[config.mk]
export PLATFORM = sky130hd
export DESIGN_NAME = sim_test_finisher_flat
export DESIGN_NICKNAME = d
export VERILOG_FILES = /design/src/rtl/sim_test_finisher_pkg.sv /design/src/rtl/sim_test_finisher_if.sv /design/src/rtl/sim_test_status_decode.sv /design/src/rtl/sim_test_finisher.sv /design/src/flat_wrapper.sv
export SDC_FILE = /design/constraint.sdc
export NUM_CORES = 1
export LEC_CHECK = 0
export CORE_UTILIZATION = 39
export CTS_CLUSTER_DIAMETER = 150
export DETAILED_ROUTE_END_ITERATION = 7
export PLACE_DENSITY_LB_ADDON = 0.05
export SETUP_SLACK_MARGIN = 0.3
export SYNTH_ARGS = -nofsm -noshare
export SYNTH_HDL_FRONTEND = slang
export SYNTH_SLANG_ARGS = --single-unit
[constraint.sdc]
create_clock -name clk_sys -period 2.4 [get_ports clk_sys]
set_input_delay 0.72 -clock clk_sys [delete_from_list [all_inputs] [get_ports clk_sys]]
set_output_delay 0.72 -clock clk_sys [all_outputs]
set_load 0.01 [all_outputs]
[src/rtl/sim_test_finisher_pkg.sv]
// Shared types for the simulation end-of-test controller.
// Status codes, FSM states and TL-UL opcode constants.
package sim_test_finisher_pkg;

  typedef enum logic [15:0] {
    BootRom = 16'hB090,
    InTest  = 16'h4354,
    InWfi   = 16'h1D1E,
    Passed  = 16'h900D,
    Failed  = 16'hBAAD
  } status_code_e;

  typedef enum logic [1:0] {
    Run,
    Drain,
    Done
  } fsm_e;

  localparam logic [2:0] TlPutFull    = 3'd0;
  localparam logic [2:0] TlPutPartial = 3'd1;

  typedef struct packed {
    logic        hit;
    logic        is_pass;
    logic        is_fail;
    logic [15:0] code;
  } status_dec_t;

endpackage

[src/rtl/sim_test_finisher_if.sv]
// Snooped TL-UL A-channel write plus GPIO pins
// feeding the end-of-test controller.
interface sim_test_finisher_if;

  logic        tl_a_valid;
  logic        tl_a_ready;
  logic [2:0]  tl_a_opcode;
  logic [31:0] tl_a_address;
  logic [31:0] tl_a_data;
  logic [3:0]  tl_a_mask;
  logic [31:0] gpio_pins;

  modport master (
    output tl_a_valid,
    output tl_a_ready,
    output tl_a_opcode,
    output tl_a_address,
    output tl_a_data,
    output tl_a_mask,
    output gpio_pins
  );

  modport slave (
    input tl_a_valid,
    input tl_a_ready,
    input tl_a_opcode,
    input tl_a_address,
    input tl_a_data,
    input tl_a_mask,
    input gpio_pins
  );

endinterface

[src/rtl/sim_test_status_decode.sv]
// Matches a status-word write on the snooped A channel
// and classifies the 16-bit code it carries.
module sim_test_status_decode
  import sim_test_finisher_pkg::*;
#(
  parameter logic [31:0] StatusAddr = 32'h0010_0000
) (
  input  logic        valid_i,
  input  logic        ready_i,
  input  logic [2:0]  opcode_i,
  input  logic [31:0] address_i,
  input  logic [31:0] data_i,
  input  logic [3:0]  mask_i,
  output status_dec_t dec_o
);

  logic        is_put;
  logic        hit;
  logic [15:0] code;
  logic        unused_bits;

  // Only the low half-word carries the code, so both low lanes must be written.
  assign is_put = (opcode_i == TlPutFull) ||
                  (opcode_i == TlPutPartial);
  assign hit    = valid_i && ready_i && is_put &&
                  (address_i[31:2] == StatusAddr[31:2]) &&
                  (mask_i[1:0] == 2'b11);
  assign code   = data_i[15:0];

  assign unused_bits = ^{data_i[31:16], address_i[1:0],
                         mask_i[3:2]};

  always_comb begin
    dec_o      = '0;
    dec_o.hit  = hit;
    dec_o.code = code;
    unique case (1'b1)
      hit && (code == Passed): dec_o.is_pass = 1'b1;
      hit && (code == Failed): dec_o.is_fail = 1'b1;
      default: ;
    endcase
  end

endmodule

[src/rtl/sim_test_finisher.sv]
// End-of-test controller: status/GPIO/watchdog verdict,
// drain delay, then a single finish_req pulse.
module sim_test_finisher
  import sim_test_finisher_pkg::*;
#(
  parameter logic [31:0] StatusAddr    = 32'h0010_0000,
  parameter int unsigned DrainCycles   = 8,
  parameter logic [31:0] TimeoutCycles = 32'd0,
  parameter logic [31:0] LegacySig     = 32'hDEADBEEF
) (
  input  logic               clk_sys,
  input  logic               rst_sys_n,
  sim_test_finisher_if.slave bus,
  output logic [15:0]        status_o,
  output logic               test_done_o,
  output logic               test_passed_o,
  output logic               timed_out_o,
  output logic               finish_req_o
);

  localparam logic [31:0] DrainLoad = 32'(DrainCycles - 1);

  status_dec_t dec;
  fsm_e        state_q, state_d;
  logic [15:0] status_q, status_d;
  logic        done_q, done_d;
  logic        passed_q, passed_d;
  logic        tout_q, tout_d;
  logic        finish_q, finish_d;
  logic [31:0] drain_q, drain_d;
  logic [31:0] wdog_q, wdog_d;

  logic wdog_hit;
  logic gpio_hit;
  logic verdict;
  logic v_pass;
  logic v_tout;

  sim_test_status_decode #(
    .StatusAddr (StatusAddr)
  ) u_decode (
    .valid_i   (bus.tl_a_valid),
    .ready_i   (bus.tl_a_ready),
    .opcode_i  (bus.tl_a_opcode),
    .address_i (bus.tl_a_address),
    .data_i    (bus.tl_a_data),
    .mask_i    (bus.tl_a_mask),
    .dec_o     (dec)
  );

  assign wdog_hit = (TimeoutCycles != '0) &&
                    (wdog_q == TimeoutCycles - 32'd1);
  assign gpio_hit = (bus.gpio_pins == LegacySig);
  assign verdict  = dec.is_fail | dec.is_pass |
                    wdog_hit | gpio_hit;

  // Same-cycle verdicts: SW fail, SW pass, watchdog, legacy GPIO.
  always_comb begin
    v_pass = 1'b1;
    v_tout = 1'b0;
    priority case (1'b1)
      dec.is_fail: v_pass = 1'b0;
      dec.is_pass: v_pass = 1'b1;
      wdog_hit: begin
        v_pass = 1'b0;
        v_tout = 1'b1;
      end
      default: ;
    endcase
  end

  always_ff @(posedge clk_sys or negedge rst_sys_n) begin
    if (!rst_sys_n) begin
      state_q <= Run;
    end else begin
      state_q <= state_d;
    end
  end

  always_comb begin
    state_d = state_q;
    unique case (state_q)
      Run:     if (verdict) state_d = Drain;
      Drain:   if (drain_q == '0) state_d = Done;
      Done:    state_d = Done;
      default: state_d = Run;
    endcase
  end

  always_comb begin
    status_d = status_q;
    done_d   = done_q;
    passed_d = passed_q;
    tout_d   = tout_q;
    finish_d = 1'b0;
    drain_d  = drain_q;
    wdog_d   = wdog_q;
    unique case (state_q)
      Run: begin
        if (wdog_q != '1) wdog_d = wdog_q + 32'd1;
        if (dec.hit) status_d = dec.code;
        if (verdict) begin
          done_d   = 1'b1;
          passed_d = v_pass;
          tout_d   = v_tout;
          drain_d  = DrainLoad;
        end
      end
      Drain: begin
        if (drain_q == '0) finish_d = 1'b1;
        else drain_d = drain_q - 32'd1;
      end
      default: ;
    endcase
  end

  always_ff @(posedge clk_sys or negedge rst_sys_n) begin
    if (!rst_sys_n) begin
      status_q <= '0;
      done_q   <= 1'b0;
      passed_q <= 1'b0;
      tout_q   <= 1'b0;
      finish_q <= 1'b0;
      drain_q  <= '0;
      wdog_q   <= '0;
    end else begin
      status_q <= status_d;
      done_q   <= done_d;
      passed_q <= passed_d;
      tout_q   <= tout_d;
      finish_q <= finish_d;
      drain_q  <= drain_d;
      wdog_q   <= wdog_d;
    end
  end

  assign status_o      = status_q;
  assign test_done_o   = done_q;
  assign test_passed_o = passed_q;
  assign timed_out_o   = tout_q;
  assign finish_req_o  = finish_q;

  finish_pulse_a: assert property (
    @(posedge clk_sys) disable iff (!rst_sys_n)
    finish_req_o |=> !finish_req_o);

  finish_done_a: assert property (
    @(posedge clk_sys) disable iff (!rst_sys_n)
    finish_req_o |-> test_done_o);

  status_align_a: assert property (
    @(posedge clk_sys) StatusAddr[1:0] == 2'b00);

  drain_min_a: assert property (
    @(posedge clk_sys) DrainCycles >= 1);

endmodule

[src/flat_wrapper.sv]
// flat-port wrapper written by rule: the top's interface ports become plain ports
module sim_test_finisher_flat import sim_test_finisher_pkg::*;
#(
  parameter logic [31:0] StatusAddr    = 32'h0010_0000,
  parameter int unsigned DrainCycles   = 8,
  parameter logic [31:0] TimeoutCycles = 32'd0,
  parameter logic [31:0] LegacySig     = 32'hDEADBEEF
)
  (clk_sys, rst_sys_n, status_o, test_done_o, test_passed_o, timed_out_o, finish_req_o, bus_tl_a_valid, bus_tl_a_ready, bus_tl_a_opcode, bus_tl_a_address, bus_tl_a_data, bus_tl_a_mask, bus_gpio_pins);
  sim_test_finisher_if bus_i ();
  input  logic clk_sys;
  input  logic rst_sys_n;
  output logic [15:0] status_o;
  output logic test_done_o;
  output logic test_passed_o;
  output logic timed_out_o;
  output logic finish_req_o;
  input wire logic [$bits(bus_i.tl_a_valid)-1:0] bus_tl_a_valid;
  input wire logic [$bits(bus_i.tl_a_ready)-1:0] bus_tl_a_ready;
  input wire logic [$bits(bus_i.tl_a_opcode)-1:0] bus_tl_a_opcode;
  input wire logic [$bits(bus_i.tl_a_address)-1:0] bus_tl_a_address;
  input wire logic [$bits(bus_i.tl_a_data)-1:0] bus_tl_a_data;
  input wire logic [$bits(bus_i.tl_a_mask)-1:0] bus_tl_a_mask;
  input wire logic [$bits(bus_i.gpio_pins)-1:0] bus_gpio_pins;
  assign bus_i.tl_a_valid = bus_tl_a_valid;
  assign bus_i.tl_a_ready = bus_tl_a_ready;
  assign bus_i.tl_a_opcode = bus_tl_a_opcode;
  assign bus_i.tl_a_address = bus_tl_a_address;
  assign bus_i.tl_a_data = bus_tl_a_data;
  assign bus_i.tl_a_mask = bus_tl_a_mask;
  assign bus_i.gpio_pins = bus_gpio_pins;
  sim_test_finisher #(.StatusAddr(StatusAddr), .DrainCycles(DrainCycles), .TimeoutCycles(TimeoutCycles), .LegacySig(LegacySig)) u_core (.clk_sys(clk_sys), .rst_sys_n(rst_sys_n), .bus(bus_i), .status_o(status_o), .test_done_o(test_done_o), .test_passed_o(test_passed_o), .timed_out_o(timed_out_o), .finish_req_o(finish_req_o));
endmodule
## Word level (Yosys, flattened, before mapping)

Cells that the tools add are included.

| operators by class | value |
|---|---|
| div/mod/pow operators | 0 |
| mux-type cells | 11 |
| bitwise gates (word level) | 2 |
| multipliers | 0 |
| add/subtract/negate cells | 1 |
| $lt $le $gt $ge | 0 |
| shift operators | 0 |
| reductions and logical operators | 15 |
| equal/unequal tests | 11 |

Operators with widths:

| kind | number |
|---|---|
| 32-bit 2-to-1 mux | 2 |
| 32-bit case mux with 2 select lines | 1 |
| 16-bit == test, second input constant | 2 |
| 32-bit == test, second input constant | 1 |
| 32-bit zero test | 1 |
| 32-bit by 1-bit subtractor with 32-bit output, second input constant | 1 |
| 30-bit by 19-bit == test with 1-bit output, second input constant | 1 |
| 1-bit logical AND | 6 |
| 2-bit case mux with 3 select lines | 1 |
| 2-bit AND reduction | 3 |
| 1-bit 2-to-1 mux | 5 |
| 2-bit == test, second input constant | 2 |
| 2-bit 2-to-1 mux | 2 |
| 2-bit by 1-bit inequality test with 1-bit output, second input constant | 2 |
| 3-bit by 1-bit == test with 1-bit output, second input constant | 1 |
| 3-bit zero test | 1 |
| 3-bit AND reduction | 1 |
| 2-bit by 1-bit == test with 1-bit output, second input constant | 1 |
| 2-bit zero test | 1 |
| 2-bit inequality test, second input constant | 1 |
| 1-bit bitwise OR | 2 |
| 2-bit nonzero test | 1 |
| 1-bit logical OR | 1 |

| word-level totals | value |
|---|---|
| memory bits (read-only) | 0 |
| output and inout bits | 20 |
| bits in writable memories | 0 |
| flip-flop bits (word level) | 53 |
| word-level logic and storage cells | 46 |
| memories | 0 |
| bits in latches | 0 |
| input bits | 107 |

## Logic depth before layout (Yosys ltp)

Gate-level depths: netlist (run 1).

| logic depth | value |
|---|---|
| word-level depth | 11 |
| gate-level depth with buffers | 9 |
| mapped depth without buffers | 8 |

## Modules after synthesis

From an unflattened synthesis (run 1), not the netlist that was laid out.

| unflattened totals | value |
|---|---|
| cells, all modules | 333 |
| area total of the unflattened synthesis | 3220.6 um2 |

By module, submodules not included:

| module | seq. area each (um2) | area each (um2) | cells each | instances |
|---|---|---|---|---|
| sim_test_finisher | 1326.3 | 2895.3 | 292 | 1 |
| sim_test_status_decode | 0.0 | 325.3 | 41 | 1 |

## Worst setup path before layout (run 1)

No wires, ideal clock.

| timing path | value |
|---|---|
| path type | in2reg |
| start point | input bus_tl_a_address[10] |
| end point | register u_core.drain_q[19] |
| required time | 2.261 ns |
| buffers on the path | 2 |
| cell stages on the path | 8 |
| path slack | -0.144 ns |
| library setup time | 0.139 ns |
| data arrival time | 2.405 ns |
| cells stage by stage | nor4_1 nand4_1 nor3_2 a221oi_2 clkbuf_1 clkbuf_1 o311ai_0 o31ai_1 |

| between the ends | value |
|---|---|
| cells in the longest elaborated chain, start to end | 9 |
| elaborated cells between the ends (all ways) | 11 |
| classes of those cells | eq/ne (2); mux (2); bitwise (2); reduce/logical (5) |

RTL lines:

| item | RTL line | source |
|---|---|---|
| start: declaration | flat_wrapper.sv:21 | `input wire logic [$bits(bus_i.tl_a_address)-1:0] bus_tl_a_address;` |
| 30-bit by 19-bit == test with 1-bit output (*) | sim_test_status_decode.sv:26 | `(address_i[31:2] == StatusAddr[31:2]) &&` |
| 1-bit logical AND (*) | sim_test_status_decode.sv:25 | `assign hit = valid_i && ready_i && is_put &&` |
| 1-bit logical AND (*) | sim_test_status_decode.sv:26 |  |
| 1-bit logical AND (on tied branches) | sim_test_status_decode.sv:39, sim_test_status_decode.sv:38 |  |
| 1-bit 2-to-1 mux | sim_test_status_decode.sv:37 | `unique case (1'b1)` |
| 1-bit bitwise OR (*) | sim_test_finisher.sv:54 | `assign verdict = dec.is_fail \| dec.is_pass \|` |
| 1-bit bitwise OR (*) | sim_test_finisher.sv:55 | `wdog_hit \| gpio_hit;` |
| 2-bit by 1-bit inequality test with 1-bit output (no line) (*) | -- |  |
| 3-bit AND reduction (no line) (*) | -- |  |
| end signal: assignment | sim_test_finisher.sv:132 | `drain_q <= drain_d;` |
| end: declaration | sim_test_finisher.sv:30 | `logic [31:0] drain_q, drain_d;` |

Mark *: on every way between the ends. The rest lies on a longest branch, timed or not.
A chain may end at the register's enable or synchronous reset.

## Worst setup path after layout (run 1)

| timing path | value |
|---|---|
| start point | register u_core.drain_q[19] |
| end point | register u_core.state_q[1] |

| between the ends | value |
|---|---|
| cells in the longest elaborated chain, start to end | 3 |

RTL lines:

| item | RTL line | source |
|---|---|---|
| 32-bit zero test | sim_test_finisher.sv:84 | `Drain: if (drain_q == '0) state_d = Done;` |
| 2-bit by 1-bit inequality test with 1-bit output (no line) | -- |  |
| 2-bit AND reduction (no line) | -- |  |
| end signal: assignment | sim_test_finisher.sv:74 | `state_q <= Run;` |
| end signal: assignment | sim_test_finisher.sv:76 | `state_q <= state_d;` |
| end: declaration | sim_test_finisher.sv:24 | `fsm_e state_q, state_d;` |

Every way passes these cells.

==> results of run 1 <==
[state kept, by name, summed over array words and instances, names as in the netlist]
| signal | count |
|---|---|
| u_core.test_done_o | 1 |
| u_core.status_o | 16 |
| u_core.test_passed_o | 1 |
| u_core.finish_req_o | 1 |
| u_core.state_q | 2 |
| u_core.drain_q | 32 |
[layer usage]
layer	global-route usage (%)	up-vias	routed length (microns)
li1	-	1625	-
met1	31.4	1676	4250
met2	42.5	105	5290
met3	3.18	8	495
met4	5.69	0	85
met5	0	-	0
[metrics by stage]
step | hold WS, ns | setup slack (ns) | cell area, sq um
after floorplan | 0.424 | -0.0365 | 3300
after global placement | 0.456 | -0.653 | 4840
after detailed placement | 0.464 | -0.708 | 4840
after CTS | 0.395 | 0.0770 | 5280
after global routing | 0.407 | -0.0135 | 5520
final | 0.389 | 0.0556 | 5520
[area by class of cell]
cell class / count / area share (%)
Clock inverter: 3 / 0.476
Multi-Input combinational cell: 241 / 39.1
Inverter: 8 / 0.544
Timing Repair Buffer: 200 / 32.3
Clock buffer: 5 / 1.25
Tap cell: 102 / 2.31
Sequential cell: 53 / 24.0
[synthesized netlist by cell type, types with 2 or more instances]
| master | count |
|---|---|
| sky130_fd_sc_hd__o21a_1 | 3 |
| sky130_fd_sc_hd__a21oi_1 | 29 |
| sky130_fd_sc_hd__or3_1 | 19 |
| sky130_fd_sc_hd__clkbuf_1 | 12 |
| sky130_fd_sc_hd__nor2_1 | 9 |
| sky130_fd_sc_hd__nand4b_1 | 9 |
| sky130_fd_sc_hd__nand2_1 | 12 |
| sky130_fd_sc_hd__and4_1 | 2 |
| sky130_fd_sc_hd__nor3_2 | 3 |
| sky130_fd_sc_hd__or2_2 | 4 |
| sky130_fd_sc_hd__o31ai_1 | 9 |
| sky130_fd_sc_hd__nor4bb_1 | 4 |
| sky130_fd_sc_hd__dfrtp_1 | 53 |
| sky130_fd_sc_hd__nand4_1 | 15 |
| sky130_fd_sc_hd__nand2b_1 | 2 |
| sky130_fd_sc_hd__or4_1 | 10 |
| sky130_fd_sc_hd__nor3_1 | 18 |
| sky130_fd_sc_hd__inv_1 | 8 |
| sky130_fd_sc_hd__o21ba_1 | 4 |
| sky130_fd_sc_hd__o21ai_0 | 14 |
| sky130_fd_sc_hd__mux2_2 | 16 |
| sky130_fd_sc_hd__nand3_1 | 10 |
| sky130_fd_sc_hd__nor4_2 | 2 |
| sky130_fd_sc_hd__nor4_1 | 16 |
| sky130_fd_sc_hd__ha_1 | 4 |
| sky130_fd_sc_hd__buf_2 | 4 |
[repair_timing]
item	in CTS	in global routing
gates cloned	6	0
buffers inserted	23	6
resized for setup	236	51
pin swaps	69	20
endpoints found under the setup margin	52	51
[worst max path at each step]
stage | to | slack [ns] | depth (start not counted)
3_5_place_dp | u_core.drain_q[29] | -0.71 | 8
4_1_cts | u_core.state_q[1] | 0.08 | 6
5_1_grt | u_core.state_q[1] | -0.01 | 6
3_3_place_gp | u_core.drain_q[21] | -0.65 | 9
2_1_floorplan | u_core.drain_q[19] | -0.04 | 7
6_report | u_core.state_q[1] | 0.06 | 6
[power by group through the flow]
stage / clock network, mW / registers, mW / logic (mW)
2_1_floorplan: 0 / 0.910 / 0.0168
3_3_place_gp: 0 / 0.910 / 0.188
3_5_place_dp: 0 / 0.910 / 0.191
4_1_cts: 0.561 / 0.892 / 0.155
5_1_grt: 0.592 / 0.893 / 0.176
6_report: 0.545 / 0.892 / 0.164
[worst max-delay path: stages, from the launching register on]
cell and delay, ns:
sky130_fd_sc_hd__dfrtp_1 0.41, sky130_fd_sc_hd__or4_4 0.55, sky130_fd_sc_hd__or3_4 0.42, sky130_fd_sc_hd__nor3_2 0.12, sky130_fd_sc_hd__nand4b_1 0.21, sky130_fd_sc_hd__a21oi_2 0.22
sky130_fd_sc_hd__mux2_4 0.31
[cells by family after synthesis]
logic type / Yosys count
simple gates: 149
compound gates: 70
flops: 53
buf+inv: 27
mux: 17
fa+ha+maj: 4
other cells: 1
==> impl_metrics.prom, run 1 <==
# TYPE chip_impl_metric gauge
chip_impl_metric{name="globalplace.congestion",unit=""} 0.875
chip_impl_metric{name="die_height",unit="microns"} 91.1
chip_impl_metric{name="std_cell_rows",unit=""} 32
chip_impl_metric{name="fin_cells",unit=""} 612
chip_impl_metric{name="fmax",unit="GHz"} 0.427
chip_impl_metric{name="clk_latency",unit="ns"} 0.32
chip_impl_metric{name="asyncSetResetFlopFracSynth",unit="%"} 100
chip_impl_metric{name="power-per-cell-area",unit="mW/mm^2"} 290
chip_impl_metric{name="post-synth-top-area-fraction",unit="%"} 42.8
chip_impl_info{name="setup.worst_path.class",value="reg2reg"} 1
chip_impl_metric{name="fillers",unit=""} 603
chip_impl_metric{name="num-nets-final",unit=""} 620
chip_impl_info{name="ys_top_cells_by_area",value="sky130_fd_sc_hd__dfrtp_1, sky130_fd_sc_hd__mux2_2, sky130_fd_sc_hd__a21oi_1, sky130_fd_sc_hd__or3_1, sky130_fd_sc_hd__nor4_1"} 1
chip_impl_metric{name="post_synth_fa_ha_maj_area_fraction",unit="%"} 1.61
chip_impl_metric{name="power.switching_fraction",unit="%"} 24.6
chip_impl_metric{name="tritoncts_num_sinks",unit=""} 53
chip_impl_metric{name="hpwl_reported_at_the_end_of_detailed_placement",unit="microns"} 6510
chip_impl_metric{name="number_of_enable_type_register_cells_in_the_synthesized_netlist",unit=""} 0
chip_impl_metric{name="final.period_utilization",unit="%"} 97.7
chip_impl_metric{name="numPortBuffers",unit=""} 104
chip_impl_metric{name="route.detailed.wl_per_inst",unit="microns"} 16.5
chip_impl_metric{name="cts.clk_slew.worst_paths",unit="ns"} 0.11
chip_impl_metric{name="drt-total-wl",unit="microns"} 10100
chip_impl_info{name="critical_r2r_capture",value="u_core.state_q[1]"} 1
chip_impl_metric{name="critPathMaxFanout",unit=""} 4
chip_impl_info{name="postSynth.topFlopCell",value="sky130_fd_sc_hd__dfrtp_1"} 1
chip_impl_metric{name="postSynthAreaPerCell",unit="sq um"} 9.65
chip_impl_metric{name="floorplan.die_area",unit="sq mm"} 0.00831
chip_impl_metric{name="syn_area",unit="sq mm"} 0.00310
chip_impl_metric{name="p_leak",unit="nW"} 2.45
chip_impl_metric{name="critical_path_arrival",unit="ns"} 2.55
chip_impl_info{name="largest_family_of_logic_cells_by_synthesized_area",value="simple AND/OR/NAND/NOR gates"} 1
chip_impl_metric{name="irDropWorstVdd",unit="mV"} 0.296
chip_impl_metric{name="synth_sequential_area_ratio",unit="%"} 42.8
chip_impl_metric{name="drt_pre_antenna_iters",unit=""} 4
chip_impl_info{name="startpoint",value="u_core.drain_q[19]"} 1
chip_impl_metric{name="grt_first_pass_wirelength",unit="microns"} 16200
chip_impl_metric{name="place.detailed.instances",unit=""} 569
chip_impl_metric{name="drtIter0Drc",unit=""} 115
chip_impl_metric{name="grt_max_degree",unit=""} 54
chip_impl_metric{name="comb_power_share",unit="%"} 10.2
chip_impl_metric{name="antenna_cells",unit=""} 0
chip_impl_metric{name="cts.hold.buffers_added",unit=""} 0
chip_impl_metric{name="setup_violations",unit=""} 0
chip_impl_metric{name="switchingPower",unit="mW"} 0.395
chip_impl_metric{name="final.min_clock_period",unit="ns"} 2.34
chip_impl_metric{name="ioPinCount",unit=""} 127
chip_impl_metric{name="via_density_per_instance",unit=""} 5.58
chip_impl_metric{name="netlist-cell-type-count",unit=""} 56
chip_impl_metric{name="fin_worst_skew",unit="ns"} 0.0112
chip_impl_info{name="run_status",value="finished clean"} 1
chip_impl_metric{name="final_core_utilization",unit="%"} 71.9
chip_impl_metric{name="cts-root-to-sink-buffers",unit=""} 2
chip_impl_metric{name="number_of_violations_of_the_max_capacitance_limit",unit=""} 0
chip_impl_metric{name="multi_input_area",unit="sq mm"} 0.00216
chip_impl_info{name="endpoint_kind",value="flop"} 1
chip_impl_metric{name="power.total",unit="mW"} 1.60
chip_impl_metric{name="timing.max_slew.rel_slack",unit="%"} 62.7
chip_impl_metric{name="tightestPinTransition",unit="ns"} 0.559
chip_impl_metric{name="cts_buffers",unit=""} 5
chip_impl_info{name="worst_setup_path_start_kind",value="flop"} 1
chip_impl_metric{name="htreeDepth",unit=""} 2
chip_impl_metric{name="setup_tns",unit="ns"} 0
chip_impl_metric{name="area.growth.synth_to_final",unit="%"} 78.2
chip_impl_metric{name="dr_total_vias",unit=""} 3414
chip_impl_metric{name="core",unit="sq mm"} 0.00769
chip_impl_metric{name="slew_violations",unit=""} 0
chip_impl_metric{name="drc",unit=""} 0
chip_impl_info{name="cts_tree",value="done"} 1
chip_impl_metric{name="worst_r2r_path_depth",unit=""} 6
chip_impl_metric{name="antenna_violations_before_repair",unit=""} 0
chip_impl_metric{name="post_synth_and_or_nand_nor_area_fraction",unit="%"} 31.2
chip_impl_info{name="holdCritPathClass",value="in2async"} 1
chip_impl_metric{name="cp_data_required_time",unit="ns"} 2.60
chip_impl_metric{name="drt.antenna.violating_nets",unit=""} 0
chip_impl_info{name="yosysTopAreaCell",value="sky130_fd_sc_hd__dfrtp_1"} 1
chip_impl_info{name="layout_common_cells",value="sky130_fd_sc_hd__buf_4, sky130_fd_sc_hd__dfrtp_1, sky130_fd_sc_hd__dlygate4sd2_1, sky130_fd_sc_hd__buf_6, sky130_fd_sc_hd__buf_2"} 1
chip_impl_metric{name="track_usage",unit="%"} 24.1
chip_impl_metric{name="layout-drive-gt1-share",unit="%"} 45.5
chip_impl_metric{name="register_to_register_path_setup_slack",unit="ns"} 0.06
chip_impl_metric{name="synth_xor_xnor_area_share",unit="%"} 0
chip_impl_metric{name="ys_ff_latch",unit=""} 53
chip_impl_metric{name="seqPwrFrac",unit="%"} 55.7
chip_impl_metric{name="clock_power_share",unit="%"} 34.1
chip_impl_metric{name="power.internal",unit="mW"} 1.21
chip_impl_metric{name="count_of_mapped_cells_out_of_synthesis",unit=""} 321
chip_impl_metric{name="timing.final.hold_violations",unit=""} 0
chip_impl_metric{name="synthesis.nets",unit=""} 432
chip_impl_metric{name="initial_utilization",unit="%"} 40.3
chip_impl_metric{name="vias_in_the_first_global_route",unit=""} 3384
chip_impl_info{name="grt_setup_unrepaired",value="true"} 1
chip_impl_metric{name="muxShareOfSynthArea",unit="%"} 6.18
chip_impl_metric{name="grt_overflow",unit=""} 0
chip_impl_info{name="layout_commonest_cell",value="sky130_fd_sc_hd__buf_4"} 1
chip_impl_info{name="origin_of_the_critical_flop_to_flop_path",value="u_core.drain_q[19]"} 1
chip_impl_metric{name="sequential_cell_area",unit="sq mm"} 0.00133
chip_impl_metric{name="ys_warn_count",unit=""} 0
chip_impl_metric{name="complex_gate_fraction_of_the_synthesized_area",unit="%"} 14.3
chip_impl_metric{name="fp.dieW",unit="microns"} 91.1
chip_impl_info{name="root_buffer",value="sky130_fd_sc_hd__clkbuf_8"} 1
Power figures use the tool's default switching activity.
==> run 2, diff against run 1 <==
--- a/config.mk
+++ b/config.mk
@@ -5,10 +5,12 @@
 export SDC_FILE = /design/constraint.sdc
 export NUM_CORES = 1
 export LEC_CHECK = 0
-export CORE_UTILIZATION = 39
+export CAP_MARGIN = 30
+export CORE_UTILIZATION = 30
 export CTS_CLUSTER_DIAMETER = 150
 export DETAILED_ROUTE_END_ITERATION = 7
 export PLACE_DENSITY_LB_ADDON = 0.05
+export REMOVE_ABC_BUFFERS = 1
 export SETUP_SLACK_MARGIN = 0.3
 export SYNTH_ARGS = -nofsm -noshare
 export SYNTH_HDL_FRONTEND = slang
==> run 2 against run 1 <==
- the run now ends with negative setup slack left
- flip-flop and latch count unchanged
- sequential share of layout area fell by 1.2 points
- routed wire length is 9.4% higher
- combinational power about the same
- global-route usage down 4.4 points
- worst hold slack lost 0.0070 ns
- final cell count increased by 7.4%
- final area is 5.1% higher
- worst setup slack got worse by 0.065 ns
- clock power shrank 2%
- via count increased by 1.7%
- largest power group unchanged
==> impl_metrics.prom, run 2 (synthesized netlist as in run 1, its figures left out) <==
# TYPE chip_impl_metric gauge
chip_impl_metric{name="via_density_per_instance",unit=""} 5.28
chip_impl_metric{name="htreeDepth",unit=""} 2
chip_impl_metric{name="ioPinCount",unit=""} 127
chip_impl_metric{name="dpl_cell_area",unit="sq mm"} 0.00477
chip_impl_metric{name="numPortBuffers",unit=""} 104
chip_impl_metric{name="cts-root-to-sink-buffers",unit=""} 2
chip_impl_metric{name="fp.dieW",unit="microns"} 104
chip_impl_metric{name="final_design_area_no_fill",unit="sq mm"} 0.00580
chip_impl_info{name="failed_checks",value="negative setup slack"} 1
chip_impl_metric{name="seqPwrFrac",unit="%"} 56.1
chip_impl_info{name="layout_commonest_cell",value="sky130_fd_sc_hd__buf_4"} 1
chip_impl_metric{name="fin_worst_skew",unit="ns"} 0.0125
chip_impl_metric{name="core",unit="sq mm"} 0.00991
chip_impl_metric{name="area.growth.synth_to_final",unit="%"} 87.3
chip_impl_metric{name="cp_data_required_time",unit="ns"} 2.60
chip_impl_metric{name="global_routing_met3_resource_utilization",unit="%"} 3.08
chip_impl_metric{name="setup_violations",unit=""} 1
chip_impl_metric{name="groute.layer.met1.usage",unit="%"} 25.1
chip_impl_metric{name="die_height",unit="microns"} 104
chip_impl_metric{name="num-nets-final",unit=""} 634
chip_impl_metric{name="cts.hold.buffers_added",unit=""} 0
chip_impl_metric{name="final.min_clock_period",unit="ns"} 2.41
chip_impl_metric{name="vias_in_the_first_global_route",unit=""} 3566
chip_impl_metric{name="std_cell_rows",unit=""} 36
chip_impl_metric{name="power.internal",unit="mW"} 1.20
chip_impl_metric{name="clk_latency",unit="ns"} 0.32
chip_impl_metric{name="grt_overflow",unit=""} 0
chip_impl_metric{name="layout-drive-gt1-share",unit="%"} 44.5
chip_impl_metric{name="cts.clk_slew.worst_paths",unit="ns"} 0.11
chip_impl_metric{name="switchingPower",unit="mW"} 0.388
chip_impl_metric{name="comb_power_share",unit="%"} 10.4
chip_impl_metric{name="globalplace.congestion",unit=""} 0.773
chip_impl_metric{name="timing.max_slew.rel_slack",unit="%"} 60.8
chip_impl_metric{name="drc",unit=""} 0
chip_impl_metric{name="critPathMaxFanout",unit=""} 6
chip_impl_metric{name="critical_path_arrival",unit="ns"} 2.61
chip_impl_metric{name="drtIter0Drc",unit=""} 197
chip_impl_info{name="worst_setup_path_start_kind",value="primary input"} 1
chip_impl_metric{name="number_of_violations_of_the_max_capacitance_limit",unit=""} 0
chip_impl_metric{name="largest_register_ffs",unit=""} 32
chip_impl_metric{name="drt-total-wl",unit="microns"} 11100
chip_impl_metric{name="final_critical_path_setup_slack",unit="ns"} -0.00899
chip_impl_metric{name="hpwl_reported_at_the_end_of_detailed_placement",unit="microns"} 6830
chip_impl_metric{name="tightestPinTransition",unit="ns"} 0.588
chip_impl_metric{name="drt_pre_antenna_iters",unit=""} 4
chip_impl_metric{name="grt_first_pass_wirelength",unit="microns"} 17400
chip_impl_info{name="grt_setup_unrepaired",value="true"} 1
chip_impl_metric{name="power.switching_fraction",unit="%"} 24.4
chip_impl_metric{name="drt.antenna.violating_nets",unit=""} 0
chip_impl_metric{name="timing.final.hold_violations",unit=""} 0
chip_impl_metric{name="cts_buffers",unit=""} 5
chip_impl_metric{name="floorplan.die_area",unit="sq mm"} 0.0107
chip_impl_info{name="top_register",value="u_core.drain_q"} 1
chip_impl_metric{name="clock_power_share",unit="%"} 33.5
chip_impl_metric{name="antenna_cells",unit=""} 0
chip_impl_info{name="holdCritPathClass",value="in2async"} 1
chip_impl_info{name="cts_tree",value="done"} 1
chip_impl_info{name="endpoint_kind",value="flop"} 1
chip_impl_metric{name="route.detailed.wl_per_inst",unit="microns"} 16.8
chip_impl_metric{name="antenna_violations_before_repair",unit=""} 0
chip_impl_metric{name="slew_violations",unit=""} 0
chip_impl_metric{name="p_leak",unit="nW"} 2.55
chip_impl_metric{name="grt_max_degree",unit=""} 54
chip_impl_metric{name="final.period_utilization",unit="%"} 100
chip_impl_metric{name="gr-usage-met2",unit="%"} 35.2
chip_impl_metric{name="setup_tns",unit="ns"} -0.00899
chip_impl_metric{name="fmax",unit="GHz"} 0.415
chip_impl_metric{name="power-per-cell-area",unit="mW/mm^2"} 274
chip_impl_metric{name="dr_total_vias",unit=""} 3471
chip_impl_info{name="root_buffer",value="sky130_fd_sc_hd__clkbuf_8"} 1
chip_impl_metric{name="irDropWorstVdd",unit="mV"} 0.262
chip_impl_info{name="layout_common_cells",value="sky130_fd_sc_hd__buf_4, sky130_fd_sc_hd__dfrtp_1, sky130_fd_sc_hd__dlygate4sd2_1, sky130_fd_sc_hd__buf_6, sky130_fd_sc_hd__a21oi_1"} 1
chip_impl_metric{name="tritoncts_num_sinks",unit=""} 53
chip_impl_metric{name="initial_utilization",unit="%"} 31.3
chip_impl_info{name="run_status",value="finished, violations left"} 1
chip_impl_metric{name="track_usage",unit="%"} 19.8
chip_impl_info{name="grt.busiest_layer",value="met2"} 1
chip_impl_info{name="setup.worst_path.class",value="in2reg"} 1
chip_impl_metric{name="place_worst_setup_slack",unit="ns"} -0.802
## run 2: changes by cell type in the layout (fill, tap and decap cells not counted), sizes merged
cell / delta
a221oi: +2
clkbuf: +4
dlygate4sd2: +6
inv: -1
buf: +3
## run 2: final timing paths
check / cells after the start / end / from / slack [ns]
max: 10 / u_core.drain_q[2] / bus_tl_a_mask[1] / -0.009
min: 2 / u_core.status_o[12] / rst_sys_n / 0.38
max reg2reg: 8 / u_core.drain_q[2] / u_core.drain_q[22] / 0.02
min reg2reg: 1 / u_core.test_done_o / u_core.test_done_o / 0.49
max in group asynchronous: 2 / u_core.test_passed_o / rst_sys_n / 1.76
min in group clk_sys: 1 / u_core.test_done_o / u_core.test_done_o / 0.49
## run 2: area by class of cell
cell class,instances,area [sq um]
inverters,8,30.0
clock buffers,6,72.6
multi-input cells,243,2210
repair buffers,212,1980
fillers,855,4110
well taps,133,166
clock inverters,2,15.0
flip-flops and latches,53,1330
## run 2: critical path, cell delays in order
cell and delay [ns]:
sky130_fd_sc_hd__clkdlybuf4s15_1 0.16, sky130_fd_sc_hd__nor4bb_4 0.14, sky130_fd_sc_hd__nand4_1 0.14, sky130_fd_sc_hd__nor3_4 0.07, sky130_fd_sc_hd__buf_6 0.12, sky130_fd_sc_hd__a221oi_4 0.56
sky130_fd_sc_hd__buf_12 0.18, sky130_fd_sc_hd__buf_16 0.09, sky130_fd_sc_hd__nor3_2 0.03, sky130_fd_sc_hd__or3b_1 0.38
## run 2: layer usage
layer / share of wire, % / wire, microns / vias up
li1: - / - / 1671
met1: 42 / 4690 / 1694
met2: 52 / 5710 / 99
met3: 5.1 / 559 / 7
met4: 1.0 / 112 / 0
met5: 0 / 0 / -
## run 2: stage by stage
step	hold WS (ns)	std cells	util, %	total power, mW
global route	0.402	657	58.6	1.66
floorplan	0.424	302	-	0.923
global placement	0.451	601	48.2	1.09
CTS	0.396	642	55.3	1.61
detailed placement	0.458	601	48.2	1.09
finish	0.382	657	58.6	1.59
## run 2: power groups by stage
stage	combinational, mW	clock [mW]	sequential [mW]
floorplan	0.0125	0	0.910
global placement	0.180	0	0.910
detailed placement	0.182	0	0.910
CTS	0.165	0.552	0.892
global route	0.180	0.583	0.893
finish	0.165	0.532	0.892
## run 2: timing repair
action,in CTS,in global routing
resized for setup,260,53
pin swaps,62,35
setup buffers,26,12
cloned,7,3
endpoints found under the setup margin,53,53
==> run 3, diff against run 2 <==
--- a/config.mk
+++ b/config.mk
@@ -9,7 +9,7 @@
 export CORE_UTILIZATION = 30
 export CTS_CLUSTER_DIAMETER = 150
 export DETAILED_ROUTE_END_ITERATION = 7
-export PLACE_DENSITY_LB_ADDON = 0.05
+export PLACE_DENSITY = 0.63
 export REMOVE_ABC_BUFFERS = 1
 export SETUP_SLACK_MARGIN = 0.3
 export SYNTH_ARGS = -nofsm -noshare
==> run 3 against run 2 <==
- the run now ends clean
- total power decreased by 1.3%
- routed wire length increased by 2.5%
- maximum frequency increased by 1.5%
- highest routed layer unchanged
==> impl_metrics.prom, run 3 (synthesized netlist as in run 1, its figures left out) <==
# TYPE chip_impl_metric gauge
chip_impl_info{name="run_status",value="finished clean"} 1
chip_impl_metric{name="fin_worst_skew",unit="ns"} 0.00688
chip_impl_metric{name="layout-drive-gt1-share",unit="%"} 51.1
chip_impl_metric{name="power.switching_fraction",unit="%"} 23.6
chip_impl_metric{name="ioPinCount",unit=""} 127
chip_impl_metric{name="cts-root-to-sink-buffers",unit=""} 2
chip_impl_info{name="worst_setup_path_start_kind",value="flop"} 1
chip_impl_metric{name="hpwl_reported_at_the_end_of_detailed_placement",unit="microns"} 6810
chip_impl_metric{name="antenna_cells",unit=""} 0
chip_impl_metric{name="final_design_area_no_fill",unit="sq mm"} 0.00576
chip_impl_metric{name="num-nets-final",unit=""} 627
chip_impl_metric{name="cts.hold.buffers_added",unit=""} 0
chip_impl_metric{name="fmax",unit="GHz"} 0.421
chip_impl_metric{name="drtIter0Drc",unit=""} 259
chip_impl_metric{name="power-per-cell-area",unit="mW/mm^2"} 272
chip_impl_metric{name="number_of_violations_of_the_max_capacitance_limit",unit=""} 0
chip_impl_metric{name="antenna_violations_before_repair",unit=""} 0
chip_impl_metric{name="grt_overflow",unit=""} 0
chip_impl_info{name="layout_common_cells",value="sky130_fd_sc_hd__buf_4, sky130_fd_sc_hd__dfrtp_1, sky130_fd_sc_hd__buf_6, sky130_fd_sc_hd__dlygate4sd2_1, sky130_fd_sc_hd__a21oi_2"} 1
chip_impl_metric{name="fillers",unit=""} 823
chip_impl_metric{name="area.growth.synth_to_final",unit="%"} 85.9
chip_impl_metric{name="core",unit="sq mm"} 0.00991
chip_impl_metric{name="dr_total_vias",unit=""} 3579
chip_impl_info{name="setup.worst_path.class",value="reg2reg"} 1
chip_impl_metric{name="htreeDepth",unit=""} 2
chip_impl_metric{name="power.total",unit="mW"} 1.57
chip_impl_metric{name="slew_violations",unit=""} 0
chip_impl_info{name="grt_setup_unrepaired",value="true"} 1
chip_impl_metric{name="tightestPinTransition",unit="ns"} 0.580
chip_impl_info{name="cts_tree",value="done"} 1
chip_impl_metric{name="drt-total-wl",unit="microns"} 11300
chip_impl_metric{name="final_critical_path_setup_slack",unit="ns"} 0.0273
chip_impl_metric{name="timing.max_slew.rel_slack",unit="%"} 61.3
chip_impl_metric{name="fp.dieW",unit="microns"} 104
chip_impl_metric{name="final.min_clock_period",unit="ns"} 2.37
chip_impl_metric{name="via_density_per_instance",unit=""} 5.51
chip_impl_metric{name="route.detailed.wl_per_inst",unit="microns"} 17.4
chip_impl_metric{name="timing.final.hold_violations",unit=""} 0
chip_impl_info{name="endpoint_kind",value="flop"} 1
chip_impl_metric{name="dpl_cell_area",unit="sq mm"} 0.00471
chip_impl_metric{name="std_cell_rows",unit=""} 36
chip_impl_metric{name="initial_utilization",unit="%"} 31.3
chip_impl_metric{name="critPathMaxFanout",unit=""} 8
chip_impl_info{name="top_register",value="u_core.drain_q"} 1
chip_impl_metric{name="cts.clk_slew.worst_paths",unit="ns"} 0.10
chip_impl_metric{name="track_usage",unit="%"} 20.0
chip_impl_metric{name="tritoncts_num_sinks",unit=""} 53
chip_impl_metric{name="irDropWorstVdd",unit="mV"} 0.191
chip_impl_metric{name="drt_pre_antenna_iters",unit=""} 4
chip_impl_info{name="layout_commonest_cell",value="sky130_fd_sc_hd__buf_4"} 1
chip_impl_metric{name="p_leak",unit="nW"} 2.53
chip_impl_metric{name="critical_path_arrival",unit="ns"} 2.62
chip_impl_info{name="holdCritPathClass",value="in2async"} 1
chip_impl_metric{name="numPortBuffers",unit=""} 104
chip_impl_metric{name="clock_power_share",unit="%"} 32.8
chip_impl_metric{name="seqPwrFrac",unit="%"} 56.9
chip_impl_metric{name="power.internal",unit="mW"} 1.20
chip_impl_metric{name="comb_power_share",unit="%"} 10.3
chip_impl_metric{name="die_height",unit="microns"} 104
chip_impl_metric{name="clk_latency",unit="ns"} 0.31
chip_impl_metric{name="place_worst_setup_slack",unit="ns"} -0.691
chip_impl_metric{name="grt_max_degree",unit=""} 35
chip_impl_metric{name="drt.antenna.violating_nets",unit=""} 0
chip_impl_metric{name="switchingPower",unit="mW"} 0.371
chip_impl_metric{name="final.period_utilization",unit="%"} 98.9
chip_impl_metric{name="cp_data_required_time",unit="ns"} 2.65
chip_impl_metric{name="floorplan.die_area",unit="sq mm"} 0.0107
chip_impl_metric{name="globalplace.congestion",unit=""} 0.798
chip_impl_info{name="root_buffer",value="sky130_fd_sc_hd__clkbuf_8"} 1
chip_impl_metric{name="vias_in_the_first_global_route",unit=""} 3606
chip_impl_metric{name="drc",unit=""} 0
chip_impl_metric{name="largest_register_ffs",unit=""} 32
chip_impl_metric{name="cts_buffers",unit=""} 5
chip_impl_metric{name="grt_first_pass_wirelength",unit="microns"} 17600
chip_impl_metric{name="setup_violations",unit=""} 0
==> run 3: path summary, 6_finish.rpt <==
path / from / endpoint / slack, ns / cells past startpoint
min: rst_sys_n / u_core.status_o[15] / 0.36 / 1
min reg2reg: u_core.test_done_o / u_core.test_done_o / 0.48 / 1
max reg2reg: u_core.drain_q[6] / u_core.drain_q[12] / 0.03 / 8
max: u_core.drain_q[6] / u_core.drain_q[12] / 0.03 / 8
max in group asynchronous: rst_sys_n / u_core.drain_q[26] / 1.48 / 2
min in group clk_sys: u_core.test_done_o / u_core.test_done_o / 0.48 / 1
==> run 3: cell type report <==
cell class                 instances  area, sq um  share of cell area (%)
sequential                        53         1330                    23.0
multi-input combinational        241         2220                    38.5
tap                              133          166                    2.89
timing repair buffer             207         1930                    33.6
inverter                           8         30.0                   0.521
clock inverter                     2         15.0                   0.261
clock buffer                       6         72.6                    1.26
==> run 3: what timing repair did <==
item,4_1_cts,5_1_grt
cloned,5,4
setup buffers,25,14
pin swaps,63,39
gates resized for setup,254,112
endpoints found under the setup margin,52,52
==> run 3: stage by stage <==
| step | utilization, % | cells | setup TNS [ns] | hold WS (ns) |
|---|---|---|---|---|
| finish | 58.1 | 650 | 0 | 0.358 |
| detailed placement | 47.6 | 594 | -29.22 | 0.459 |
| global route | 58.1 | 650 | -0.395 | 0.375 |
| global placement | 47.6 | 594 | -26.88 | 0.453 |
| CTS | 53.5 | 632 | 0 | 0.364 |
| floorplan | - | 302 | -36.30 | 0.424 |
==> run 3: metal layers <==
layer  GRT usage [%]  wire, microns  vias up
met3            4.53            617       27
met4            6.00            220        0
li1                -              -     1643
met1            23.9           4690     1761
met2            35.5           5810      148
met5               0              0        -
==> run 3: power by group through the flow <==
stage / Sequential [mW] / Combinational (mW) / Clock, mW
floorplan: 0.910 / 0.0125 / 0
global placement: 0.910 / 0.180 / 0
detailed placement: 0.910 / 0.182 / 0
CTS: 0.892 / 0.152 / 0.533
global route: 0.893 / 0.176 / 0.573
finish: 0.892 / 0.162 / 0.514
==> run 3: critical path, cell delays in order, from the launching register on <==
cell and delay (ns):
sky130_fd_sc_hd__dfrtp_1 0.40, sky130_fd_sc_hd__or4_4 0.55, sky130_fd_sc_hd__buf_4 0.16, sky130_fd_sc_hd__nor3_2 0.17, sky130_fd_sc_hd__buf_4 0.17, sky130_fd_sc_hd__nand4_1 0.09, sky130_fd_sc_hd__buf_4 0.18, sky130_fd_sc_hd__or4_1 0.43
sky130_fd_sc_hd__a21oi_2 0.16
